### config.mk
export PLATFORM = sky130hd
export DESIGN_NAME = pipeline_result_sink_flat
export DESIGN_NICKNAME = d
export VERILOG_FILES = /design/src/rtl/pipeline_result_sink_if.sv /design/src/rtl/pipeline_result_sink.sv /design/src/flat_wrapper.sv
export SDC_FILE = /design/constraint.sdc
export NUM_CORES = 1
export LEC_CHECK = 0
export CORE_UTILIZATION = 61
export DETAILED_ROUTE_END_ITERATION = 10
export GPL_TIMING_DRIVEN = 0
export HOLD_SLACK_MARGIN = 0.15
export PLACE_DENSITY = 0.86
export SKIP_LAST_GASP = 1
export SLEW_MARGIN = 30
export SYNTH_ARGS = -nofsm -noshare
export SYNTH_HDL_FRONTEND = slang
export SYNTH_SLANG_ARGS = --single-unit
### constraint.sdc
create_clock -name clk -period 4.5 [get_ports clk]
set_clock_uncertainty 0.1 [all_clocks]
set_input_delay 0.675 -clock clk [delete_from_list [all_inputs] [get_ports clk]]
set_output_delay 0.675 -clock clk [all_outputs]
set_load 0.02 [all_outputs]
### src/rtl/pipeline_result_sink_if.sv
// Result handshake between the pipelined adder output port and its sink.
// The adder is the master; the sink drives out_allow back to it.
interface pipeline_result_sink_if #(
  parameter int DATA_W = 32
);
  logic              in_valid;
  logic [DATA_W-1:0] in_sum;
  logic              in_carry;
  logic              out_allow;

  modport master (
    output in_valid,
    output in_sum,
    output in_carry,
    input  out_allow
  );

  modport slave (
    input  in_valid,
    input  in_sum,
    input  in_carry,
    output out_allow
  );
endinterface

### src/rtl/pipeline_result_sink.sv
// Adder result sink: FWFT FIFO with sequence tags and a running accumulator.
// Backpressure is decoded from the registered count only.
module pipeline_result_sink #(
  parameter int DATA_W = 32,
  parameter int DEPTH  = 4,
  parameter int TAG_W  = 8,
  parameter int ACC_W  = 48,
  localparam int PTR_W = $clog2(DEPTH),
  localparam int CNT_W = PTR_W + 1,
  localparam int ENT_W = DATA_W + 1
) (
  input  logic                 clk,
  input  logic                 rst,
  pipeline_result_sink_if.slave up,
  input  logic                 clear,
  input  logic                 rd_en,
  output logic                 rd_valid,
  output logic [ENT_W-1:0]     rd_data,
  output logic [TAG_W-1:0]     rd_tag,
  output logic [CNT_W-1:0]     count,
  output logic                 full,
  output logic                 empty,
  output logic [ACC_W-1:0]     acc
);

  logic [ENT_W-1:0] mem_q [DEPTH];
  logic [ENT_W-1:0] mem_d [DEPTH];
  logic [TAG_W-1:0] tmem_q [DEPTH];
  logic [TAG_W-1:0] tmem_d [DEPTH];
  logic [PTR_W-1:0] wr_ptr_q, wr_ptr_d;
  logic [PTR_W-1:0] rd_ptr_q, rd_ptr_d;
  logic [CNT_W-1:0] count_q, count_d;
  logic [TAG_W-1:0] tag_q, tag_d;
  logic [ACC_W-1:0] acc_q, acc_d;
  logic             push, pop;
  logic [ENT_W-1:0] entry;

  assign full         = (count_q == CNT_W'(DEPTH));
  assign empty        = (count_q == '0);
  assign up.out_allow = !full;
  assign rd_valid     = !empty;
  assign rd_data      = rd_valid ? mem_q[rd_ptr_q] : '0;
  assign rd_tag       = rd_valid ? tmem_q[rd_ptr_q] : '0;
  assign count        = count_q;
  assign acc          = acc_q;
  assign entry        = {up.in_carry, up.in_sum};

  // clear suppresses both transfers; rst overrides everything in the flops
  assign push = up.in_valid && !full && !clear;
  assign pop  = rd_en && !empty && !clear;

  always_comb begin
    mem_d    = mem_q;
    tmem_d   = tmem_q;
    wr_ptr_d = wr_ptr_q;
    rd_ptr_d = rd_ptr_q;
    count_d  = count_q;
    tag_d    = tag_q;
    acc_d    = acc_q;
    if (clear) begin
      wr_ptr_d = '0;
      rd_ptr_d = '0;
      count_d  = '0;
    end else begin
      if (push) begin
        mem_d[wr_ptr_q]  = entry;
        tmem_d[wr_ptr_q] = tag_q;
        wr_ptr_d = wr_ptr_q + PTR_W'(1);
        tag_d    = tag_q + TAG_W'(1);
        acc_d    = acc_q + ACC_W'(entry);
      end
      if (pop) begin
        rd_ptr_d = rd_ptr_q + PTR_W'(1);
      end
      count_d = count_q + CNT_W'(push) - CNT_W'(pop);
    end
  end

  always_ff @(posedge clk) begin
    if (rst) begin
      for (int i = 0; i < DEPTH; i++) begin
        mem_q[i]  <= '0;
        tmem_q[i] <= '0;
      end
      wr_ptr_q <= '0;
      rd_ptr_q <= '0;
      count_q  <= '0;
      tag_q    <= '0;
      acc_q    <= '0;
    end else begin
      mem_q    <= mem_d;
      tmem_q   <= tmem_d;
      wr_ptr_q <= wr_ptr_d;
      rd_ptr_q <= rd_ptr_d;
      count_q  <= count_d;
      tag_q    <= tag_d;
      acc_q    <= acc_d;
    end
  end

endmodule

### src/flat_wrapper.sv
// flat-port wrapper written by rule: the top's interface ports become plain ports
module pipeline_result_sink_flat 
#(
  parameter int DATA_W = 32,
  parameter int DEPTH  = 4,
  parameter int TAG_W  = 8,
  parameter int ACC_W  = 48,
  localparam int PTR_W = $clog2(DEPTH),
  localparam int CNT_W = PTR_W + 1,
  localparam int ENT_W = DATA_W + 1
)
  (clk, rst, clear, rd_en, rd_valid, rd_data, rd_tag, count, full, empty, acc, up_in_valid, up_in_sum, up_in_carry, up_out_allow);
  pipeline_result_sink_if #(.DATA_W(DATA_W)) up_i ();
  input  logic clk;
  input  logic rst;
  input  logic clear;
  input  logic rd_en;
  output logic rd_valid;
  output logic [ENT_W-1:0] rd_data;
  output logic [TAG_W-1:0] rd_tag;
  output logic [CNT_W-1:0] count;
  output logic full;
  output logic empty;
  output logic [ACC_W-1:0] acc;
  input wire logic [$bits(up_i.in_valid)-1:0] up_in_valid;
  input wire logic [$bits(up_i.in_sum)-1:0] up_in_sum;
  input wire logic [$bits(up_i.in_carry)-1:0] up_in_carry;
  output wire logic [$bits(up_i.out_allow)-1:0] up_out_allow;
  assign up_i.in_valid = up_in_valid;
  assign up_i.in_sum = up_in_sum;
  assign up_i.in_carry = up_in_carry;
  assign up_out_allow = up_i.out_allow;
  pipeline_result_sink #(.DATA_W(DATA_W), .DEPTH(DEPTH), .TAG_W(TAG_W), .ACC_W(ACC_W)) u_core (.clk(clk), .rst(rst), .up(up_i), .clear(clear), .rd_en(rd_en), .rd_valid(rd_valid), .rd_data(rd_data), .rd_tag(rd_tag), .count(count), .full(full), .empty(empty), .acc(acc));
endmodule
-- Yosys cells after proc, flatten, opt, wreduce, memory -nomap -nowiden
Cells that the tools add are included.
- input port bits: 38
- logic and storage cells: 51
- register bits: 227
- $add $sub $neg: 6
- $lt $le $gt $ge: 3
- reductions and logical operators: 11
- bitwise logic cells: 3
- multiplexer cells: 14
- eq/ne operators: 1
- operator list (kind ; count):
    $bwmux W132 ; 1
    $mux W33 ; 4
    $bmux W33 S2 ; 1
    $demux W33 S2 ; 1
    $add A48 B33 Y48 ; 1
    $bwmux W32 ; 1
    $mux W8 ; 4
    $bmux W8 S2 ; 1
    $demux W8 S2 ; 1
    $add A8 B1 Y8 const B ; 1
    $ge A3 B3 Y1 const B ; 2
    $not A2 Y3 ; 2
    $logic_and A1 B1 Y1 ; 5
    $add A2 B1 Y2 const B ; 2
    $add A3 B1 Y3 ; 1
    $eq A3 B3 Y1 const B ; 1
    $logic_not A1 Y1 ; 3
    $logic_not A3 Y1 ; 1
    $lt A3 B1 Y1 const B ; 1
    $sub A3 B1 Y3 ; 1
    $reduce_and A2 Y1 ; 1
    $reduce_or A2 Y1 ; 1
    $not A1 Y1 ; 1

-- Longest topological paths before layout
Gate-level depths: netlist (run 1).
- depth in word-level cells: 6
- mapped depth: 13

-- Worst setup path after synthesis (run 1)
OpenSTA, ideal clock, no wires.
- kind: reg-to-reg
- start point: register u_core.count_q[2] (netlist: u_core.count[2])
- end point: register u_core.count_q[2] (netlist: u_core.count[2])
- slack: 1.385 ns
- cell stages (with the launch flop): 14
- library setup time: 0.122 ns
- arrival: 2.892 ns
- required time: 4.278 ns
- cells stage by stage: dfxtp_1 or3b_1 nand2_1 or2_1 buf_2 inv_2 clkbuf_8 buf_2 buf_1 ha_1 fa_1 xnor2_1 xnor2_1 nor2_1
- longest elaborated chain between the ends: 6
- elaborated cells on any way between the ends: 10
- ends and longest elaborated chain (item ; line ; source):
    start, declared ; pipeline_result_sink.sv:32 ; logic [CNT_W-1:0] count_q, count_d;
    start signal, assigned ; pipeline_result_sink.sv:95 ; count_q <= count_d;
    $eq A3 B3 Y1 ; pipeline_result_sink.sv:38 ; assign full = (count_q == CNT_W'(DEPTH));
    $logic_not A1 Y1 ; - ;
    named net up_out_allow ; flat_wrapper.sv:28 ; output wire logic [$bits(up_i.out_allow)-1:0] up_out_allow;
    $logic_and A1 B1 Y1 (2 in a row) ; pipeline_result_sink.sv:49 ; assign push = up.in_valid && !full && !clear;
    named net u_core.push ; pipeline_result_sink.sv:35 ; logic push, pop;
    $add A3 B1 Y3 ; pipeline_result_sink.sv:75 ; count_d = count_q + CNT_W'(push) - CNT_W'(pop);
    $sub A3 B1 Y3 ; pipeline_result_sink.sv:75 ;
The timed path passes the listed nets, and every way through them passes these cells.
A chain may end at the register's enable or synchronous reset.

-- Worst setup path after layout (run 1)
- start point: register u_core.rd_ptr_q[0]
- end point: output rd_data[4]
- longest elaborated chain between the ends: 5
- ends and longest elaborated chain (item ; line ; source):
    start, declared ; pipeline_result_sink.sv:31 ; logic [PTR_W-1:0] rd_ptr_q, rd_ptr_d;
    start signal, assigned ; pipeline_result_sink.sv:94 ; rd_ptr_q <= rd_ptr_d;
    $not A2 Y3 (not written as such) ; pipeline_result_sink.sv:42 ; assign rd_data = rd_valid ? mem_q[rd_ptr_q] : '0;
    $bmux W33 S2 ; pipeline_result_sink.sv:42 ;
    $mux W33 (not written as such) (2 in a row) ; pipeline_result_sink.sv:42 ;
    $mux W33 ; pipeline_result_sink.sv:42 ;
    end, declared ; flat_wrapper.sv:19 ; output logic [ENT_W-1:0] rd_data;
No other way between the ends. The select of a mux whose other input is x is not followed.

==> flow_metrics.tcl, run 1 <==
set metrics [dict create \
    maxCapViolCount 0 \
    track_usage_pct 34.5 \
    final_cell_mix "nand2_1, a21oi_1, dfxtp_1, clkdlybuf4s50_1, clkbuf_1" \
    ant_nets 0 \
    yosys_warnings 0 \
    start_kind "register" \
    holdWs_ps 348 \
    slew_headroom_pct 38.3 \
    synthArstFlopShare_pct 0 \
    hold_path_depth 2 \
    post-route-min-period_ps 4050 \
    powerDensity_nw_per_um2 349 \
    ios 134 \
    grt_util_met1_pct 43.9 \
    rows 49 \
    worstPathRequired_ps 3720 \
    ys_seq_elements 227 \
    antenna_found_initial 0 \
    ctsHoldBuffers 0 \
    place_hpwl_mm 22.6 \
    grt_pass1_wl_mm 50.6 \
    path_clk_slew_ps 60 \
    ys_seq_area_share_pct 40.6 \
    use_met3_pct 5.41 \
    post_cts_resized 0 \
    die-area_sq_um 18900 \
    io_buffer_count 133 \
    fp.coreArea_sq_um 18000 \
    postSynthCellCount 1363 \
    fin_crit_sh_pct 89.9 \
    insertion_delay_ps 520 \
    grtUsageMet2_pct 58.4 \
    status "completed" \
    cts.sink_count 227 \
    firstDrtPassIters 6 \
    cts_root_buf "clkbuf_16" \
    cts_tree "yes" \
    setup_viol 0 \
    grt_max_degree 14 \
    drt-wirelength-per-cell_um 18.5 \
    p_leak_uw 0.00479 \
    gp_congestion 0.915 \
    clockBufferDepth 3 \
    postCtsSetupBuffers 0 \
    synth_top_area_cell "dfxtp_1" \
    drive_gt1_share_pct 7.34 \
    hold_viol 0 \
    vias 10700 \
    synthesis.area_sq_um 11200 \
    num_antenna_cells 0 \
    wl_mm 32.8 \
    start_util_pct 62.3 \
    synth_cell_types 66 \
    netlist.area_leader.share_pct 40.6 \
    avgSynthCellArea_sq_um 8.20 \
    grt-ovfl-total 0 \
    busiest_layer "met2" \
    cp_max_fo 10 \
    power_uw 4740 \
    die_h_um 137 \
    viasPerCell 6.04 \
    synth_edf_count 0 \
    drcViolationCount 0 \
    hp-class "register to register" \
    tightest_slew_ps 925 \
    rr_worst_depth 13 \
    die_w_um 137 \
    htree_levels 1 \
    fmax_mhz 247 \
    fin_nets 1603 \
    synth_area_leaders "dfxtp_1, nand2_1, a21oi_1, mux4_2, ha_1" \
    ys.flop_type "dfxtp_1" \
    grt_pass1_vias 10100 \
    setup_tns_ps 0 \
    syn_to_final_growth_pct 21.6 \
    ir_drop_mv 0.307 \
    critical_path_class "register to output port" \
    mostFrequentLayoutCell "nand2_1" \
    cts_inserted_buffers 24 \
    synth_nets 1443 \
    rsz0062_at_grt "no" \
    slew_viol_final 0 \
    drtIter0Drc 997 \
    cp-end-kind "output port" \
    critPathArrivalTime_ps 3270 \
    final_util_pct 75.7 \
]
==> worst max-delay path, stage by stage, from the launching register on <==
cell and delay [ps]:
dfxtp_1 300, clkbuf_1 350, buf_1 740, mux4_2 600
nor2b_1 180, clkdlybuf4s50_1 570
==> cell type report <==
class	count	area, sq um
Multi-Input combinational cell	1026	6180
Sequential cell	227	4540
Fill cell	1295	4360
Timing Repair Buffer	134	1340
Clock buffer	37	731
Buffer	97	417
Tap cell	229	287
Clock inverter	5	52.6
Inverter	13	48.8
==> cell families (layout without fill, tap and decap cells) <==
kind of cell | count (synthesis) | after routing | share of synthesized area (%)
AND/OR/NAND/NOR | 585 | 585 | 22.7
AO/OA/AOI/OAI | 307 | 307 | 15.4
flip-flops | 227 | 227 | 40.6
buffers and inverters | 110 | 286 | 4.16
XOR/XNOR | 51 | 51 | 3.99
adder cells (fa/ha/maj) | 42 | 42 | 4.83
multiplexers | 41 | 41 | 8.26
==> through the flow <==
step | instances | setup slack [ps] | instance area (sq um)
detailed placement | 1725 | 396 | 12800
finish | 1768 | 454 | 13600
floorplan | 1363 | 1390 | 11200
global route | 1768 | 298 | 13600
global placement | 1725 | 450 | 12800
CTS | 1767 | 410 | 13600
==> registers in the layout (all words and copies together) (netlist names) <==
name / cells
u_core.count: 3
u_core.tag_q: 8
u_core.rd_ptr_q: 2
u_core.mem_q: 132
u_core.wr_ptr_q: 2
u_core.acc: 48
u_core.tmem_q: 32
==> worst paths after layout <==
kind / to / from / slack, ps
worst max-delay path: rd_data[4] / u_core.rd_ptr_q[0] / 450
worst max register to register: u_core.count[2] / u_core.count[2] / 1090
worst min register to register: u_core.tmem_q[4] / u_core.tmem_q[4] / 350
worst min-delay path: u_core.tmem_q[4] / u_core.tmem_q[4] / 350
==> power breakdown <==
group | total [uW] | internal, uW | switching [uW]
Sequential | 2100 | 2060 | 38.3
Clock | 1980 | 1170 | 812
Combinational | 667 | 267 | 400
==> routing by layer <==
metal | routed length (um) | share of wire [%] | up-vias
met4 | 936 | 2.9 | 0
met5 | 0 | 0 | -
li1 | - | - | 4952
met1 | 12900 | 39 | 5076
met3 | 3210 | 9.8 | 83
met2 | 15800 | 48 | 562
==> synth_stat cells, drive strengths merged (2+ instances only) <==
master,number
and4,5
a211o,2
buf,25
nor3,7
nor2b,45
xnor2,27
nor4,3
a31oi,5
a21o,16
fa,2
o31a,2
a41oi,3
o21a,6
nor2,50
a211oi,4
a22o,2
inv,13
clkbuf,70
ha,40
or3,6
nand2,412
and3,9
dfxtp,227
or2,4
o21ai,22
clkdlybuf4s15,2
o31ai,2
and2,4
xor2,24
nand4,14
nor3b,7
nand3,14
a21oi,231
nand3b,2
mux4,41
(Power assumes the default switching activity.)
==> run 2: changes to the inputs <==
Settings changed: ABC_CLOCK_PERIOD_IN_PS set to 4500, GPL_TIMING_DRIVEN 0 to not set.
==> run 2 against run 1 <==
Flip-flop and latch count unchanged. Routed wire length is 6.4% lower. Final cell count is 4.8% lower. Sequential share of layout area grew 0.61 points. Critical path type is now input pin to register. Largest cell class unchanged.
==> flow_metrics.tcl, run 2 (synthesis gave the netlist of run 1 again) <==
set metrics [dict create \
    worstPathRequired_ps 4790 \
    r2r_end "u_core.acc[33]" \
    die_w_um 137 \
    powerDensity_nw_per_um2 355 \
    largest_register "u_core.mem_q" \
    hold_viol 0 \
    cts.sink_count 227 \
    clockBufferDepth 3 \
    worst-r2r-setup-slack_ps 1460 \
    fin_nets 1521 \
    start_kind "input pin" \
    cts_root_buf "clkbuf_16" \
    antenna_found_initial 0 \
    worstHoldStart "u_core.mem_q[0]" \
    cts_inserted_buffers 24 \
    critical_path_class "input pin to register" \
    status "completed" \
    drt-wirelength-per-cell_um 18.2 \
    path_clk_slew_ps 60 \
    postCtsSetupBuffers 0 \
    tightest_slew_ps 741 \
    fmax_mhz 290 \
    grt_max_degree 119 \
    ir_drop_mv 0.358 \
    power_uw 4750 \
    hp-class "register to register" \
    maxCapViolCount 0 \
    vias 10200 \
    setup_tns_ps 0 \
    htree_levels 1 \
    slew_viol_final 0 \
    final_cell_count_no_fill 1684 \
    slew_headroom_pct 50.6 \
    cp_max_fo 8 \
    setup_viol 0 \
    fp.coreArea_sq_um 18000 \
    critPathArrivalTime_ps 3740 \
    io_buffer_count 133 \
    rr_worst_depth 10 \
    ctsHoldBuffers 0 \
    mostFrequentLayoutCell "nand2_1" \
    wl_mm 30.7 \
    place_hpwl_mm 19.5 \
    hold_path_depth 2 \
    grt_pass1_wl_mm 48.8 \
    insertion_delay_ps 520 \
    holdPathEnd "u_core.mem_q[0]" \
    rows 49 \
    drive_gt1_share_pct 8.11 \
    rsz0062_at_grt "no" \
    post_cts_resized 0 \
    p_leak_uw 0.00473 \
    drtIter0Drc 1058 \
    syn_to_final_growth_pct 19.5 \
    cts_tree "yes" \
    ios 134 \
    largest_reg_flops 132 \
    cp-end-kind "register" \
    drcViolationCount 0 \
    grt-ovfl-total 0 \
    r2r-start "u_core.acc[4]" \
    num_antenna_cells 0 \
    placed_cells 1644 \
    final_util_pct 74.4 \
    fin_crit_sh_pct 76.5 \
    firstDrtPassIters 5 \
    fill_cells 1371 \
    die_h_um 137 \
    ant_nets 0 \
    post-route-min-period_ps 3440 \
    viasPerCell 6.08 \
    die-area_sq_um 18900 \
    grt_pass1_vias 9592 \
    track_usage_pct 32.9 \
    gp_congestion 0.924 \
    start_util_pct 62.3 \
    final_cell_mix "nand2_1, a21oi_1, dfxtp_1, clkdlybuf4s50_1, nor2_1" \
]
run 2: cell types whose count changed in the layout (fill, tap and decap cells not counted), sizes merged:
| cell | before | now |
|---|---|---|
| buf | 26 | 17 |
| clkbuf | 107 | 33 |
| clkdlybuf4s50 | 133 | 132 |
| bufinv | 1 | 3 |
| clkdlybuf4s15 | 2 | 0 |
run 2: layout make-up:
type | instances | area [sq um] | area share, %
Clock buffer | 33 | 676 | 5.06
Clock inverter | 7 | 113 | 0.843
Inverter | 13 | 48.8 | 0.365
Multi-Input combinational cell | 1026 | 6180 | 46.2
Sequential cell | 227 | 4550 | 34.0
Tap cell | 229 | 287 | 2.14
Timing Repair Buffer | 149 | 1520 | 11.3
run 2: worst max path at each step:
stage | slack (ps) | cells past startpoint | startpoint | to
after floorplan | 1390 | 13 | u_core.count[2] | u_core.count[2]
after global placement | 700 | 11 | up_in_sum[4] | u_core.acc[33]
after detailed placement | 570 | 11 | up_in_sum[4] | u_core.acc[33]
after CTS | 1090 | 11 | up_in_sum[4] | u_core.acc[33]
after global routing | 940 | 11 | up_in_sum[4] | u_core.acc[33]
final | 1060 | 11 | up_in_sum[4] | u_core.acc[33]
run 2: through the flow:
step | instance area, sq um | setup slack [ps] | hold WS [ps]
6_report | 13400 | 1060 | 353
5_1_grt | 13400 | 938 | 366
4_1_cts | 13400 | 1090 | 353
3_5_place_dp | 12600 | 570 | 345
3_3_place_gp | 12600 | 704 | 338
2_1_floorplan | 11200 | 1390 | 331
run 2: critical path, cell delays in order:
cell and delay (ps):
clkdlybuf4s50_1 500, ha_1 400, a21o_1 210, a31o_2 240, o2111a_1 280, o311a_1 370, o21ai_0 420, a21oi_2 220
nor3b_1 200, xnor2_1 160, nor2_1 60
run 2: power by group:
group / leakage, uW / switching (uW) / internal, uW
Combinational: 0.00250 / 384 / 260
Sequential: 0.00184 / 40.3 / 2060
Clock: 0.000384 / 794 / 1210
Total: 0.00473 / 1220 / 3530
run 2: per-layer routing:
metal | share of wire (%) | vias up | track usage [%] | wire (um)
met1 | 40 | 4927 | 44.7 | 12400
met3 | 9.4 | 52 | 4.67 | 2890
li1 | - | 4800 | - | -
met4 | 1.9 | 0 | 8.97 | 570
met5 | 0 | - | 0 | 0
met2 | 48 | 463 | 54.6 | 14800
==> run 3: changes to the inputs <==
Settings changed: ABC_CLOCK_PERIOD_IN_PS 4500 to 2960, CORE_UTILIZATION 61 to 51, PLACE_DENSITY 0.86 to 0.77.
Clock period 4.5 ns to 2.96 ns, I/O delays scaled along.
==> run 3 against run 2 <==
Global-route usage is 4.8 points lower. Utilization decreased by 6.5 points. Combinational power increased by 79%. Final cell count rose by 9.5%. Non-clock buffer count increased by 111. Routed wire length is 2.1% higher. Largest cell class unchanged.
==> flow_metrics.tcl, run 3 (synthesis gave the netlist of run 1 again) <==
set metrics [dict create \
    status "completed" \
    die-area_sq_um 22500 \
    cp-startpoint "up_in_sum[0]" \
    io_buffer_count 133 \
    fin_crit_sh_pct 96.3 \
    start_kind "input pin" \
    htree_levels 1 \
    critical_path_class "input pin to register" \
    die_w_um 150 \
    grt_pass1_vias 10100 \
    final_cell_mix "nand2_1, a21oi_1, dfxtp_1, buf_4, clkdlybuf4s50_1" \
    p_leak_uw 0.00599 \
    r2r-start "u_core.acc[0]" \
    powerDensity_nw_per_um2 506 \
    hp-class "input pin to register" \
    clockBufferDepth 3 \
    rows 53 \
    viasPerCell 5.63 \
    setup_viol 0 \
    cts_inserted_buffers 25 \
    fill_cells 1682 \
    busiest_layer "met2" \
    cts_root_buf "clkbuf_16" \
    tightest_slew_ps 486 \
    hold_viol 0 \
    track_usage_pct 28.1 \
    fp.coreArea_sq_um 21300 \
    critPathArrivalTime_ps 3210 \
    r2r_end "u_core.acc[34]" \
    largest_register "u_core.mem_q" \
    cp-endpoint "u_core.acc[34]" \
    drive_gt1_share_pct 15.3 \
    ctsHoldBuffers 0 \
    gp_congestion 0.919 \
    slew_headroom_pct 67.3 \
    grt-ovfl-total 0 \
    rsz0062_at_grt "yes" \
    path_clk_slew_ps 60 \
    start_util_pct 52.5 \
    grtUsageMet2_pct 48.2 \
    vias 10400 \
    antenna_found_initial 0 \
    ir_drop_mv 0.385 \
    ios 134 \
    final_util_pct 67.9 \
    cts.sink_count 227 \
    cp-end-kind "register" \
    maxCapViolCount 0 \
    place_hpwl_mm 21.1 \
    power_uw 7320 \
    cp_max_fo 9 \
    firstDrtPassIters 5 \
    die_h_um 150 \
    worstPathRequired_ps 3320 \
    fmax_mhz 351 \
    ant_nets 0 \
    multiInputGateArea_sq_um 6230 \
    placed_cells 1800 \
    cts_tree "yes" \
    drt-wirelength-per-cell_um 17.0 \
    mostFrequentLayoutCell "nand2_1" \
    grt_max_degree 65 \
    final_cell_count_no_fill 1844 \
    syn_to_final_growth_pct 29.2 \
    fin_nets 1633 \
    post-route-min-period_ps 2850 \
    drtIter0Drc 633 \
    use_met3_pct 4.45 \
    drcViolationCount 0 \
    grt_pass1_wl_mm 50.4 \
    num_antenna_cells 0 \
    ff_latch_area_sq_um 4550 \
    worst-r2r-setup-slack_ps 150 \
    insertion_delay_ps 530 \
    largest_reg_flops 132 \
    slew_viol_final 0 \
    wl_mm 31.3 \
    grt_util_met1_pct 35.2 \
    holdWs_ps 226 \
    rr_worst_depth 10 \
]
==> run 3: cell types whose count changed in the layout (fill, tap and decap cells not counted), sizes merged <==
cell | before | now
clkinv | 3 | 5
clkdlybuf4s50 | 132 | 94
clkbuf | 33 | 34
inv | 13 | 15
buf | 17 | 128
dlymetal6s2s | 0 | 36
bufinv | 3 | 1
dlygate4sd2 | 0 | 2
==> run 3: where the power goes <==
group	leakage [uW]	switching [uW]	internal, uW	total [uW]
clock network	0.000385	1250	1730	2980
logic	0.00377	621	534	1150
registers	0.00184	58.1	3130	3190
==> run 3: how the worst min path moves through the flow <==
stage	startpoint	endpoint	slack, ps	depth (start not counted)
global placement	u_core.mem_q[131]	u_core.mem_q[131]	340	2
detailed placement	u_core.tmem_q[12]	u_core.tmem_q[12]	340	2
floorplan	u_core.mem_q[100]	u_core.mem_q[100]	330	2
global route	rst	u_core.acc[39]	250	2
finish	rst	u_core.acc[37]	230	2
CTS	rst	u_core.acc[37]	220	2
==> run 3: cell type report <==
cell class	instances	area share, %
multi-input cells	1026	43.1
repair buffers	260	17.3
inverters	13	0.338
well taps	275	2.38
clock buffers	34	4.77
clock inverters	9	0.658
flip-flops and latches	227	31.5
==> run 3: per-stage QoR <==
stage,setup TNS [ps],setup slack [ps],cell area (sq um)
after floorplan,0,36.9,11200
after global placement,-10020,-510,13500
after detailed placement,-12170,-587,13500
after CTS,-5.89,-4.26,14300
after global routing,-24.4,-20.9,14500
final,0,109,14500
==> run 3: per-layer routing <==
metal  vias up  share of wire (%)  wire (um)
li1       5011                  -          -
met1      4947                 41      12800
met2       364                 50      15500
met3        65                6.6       2070
met4         0                2.9        903
met5         -                  0          0
==> run 3: timing repair <==
action                                  4_1_cts  5_1_grt
pin swaps                                     0        4
endpoints found under the setup margin       39       55
resized for setup                             8       46
buffers inserted                              0        1
==> run 3: worst max-delay path: stages <==
cell and delay (ps):
clkdlybuf4s50_1 480, ha_2 200, fa_2 230, a21o_2 140, nand4_1 160, a211oi_2 320, o31ai_2 130, o211a_4 250
o31a_4 340, or3_1 360, a21oi_1 150
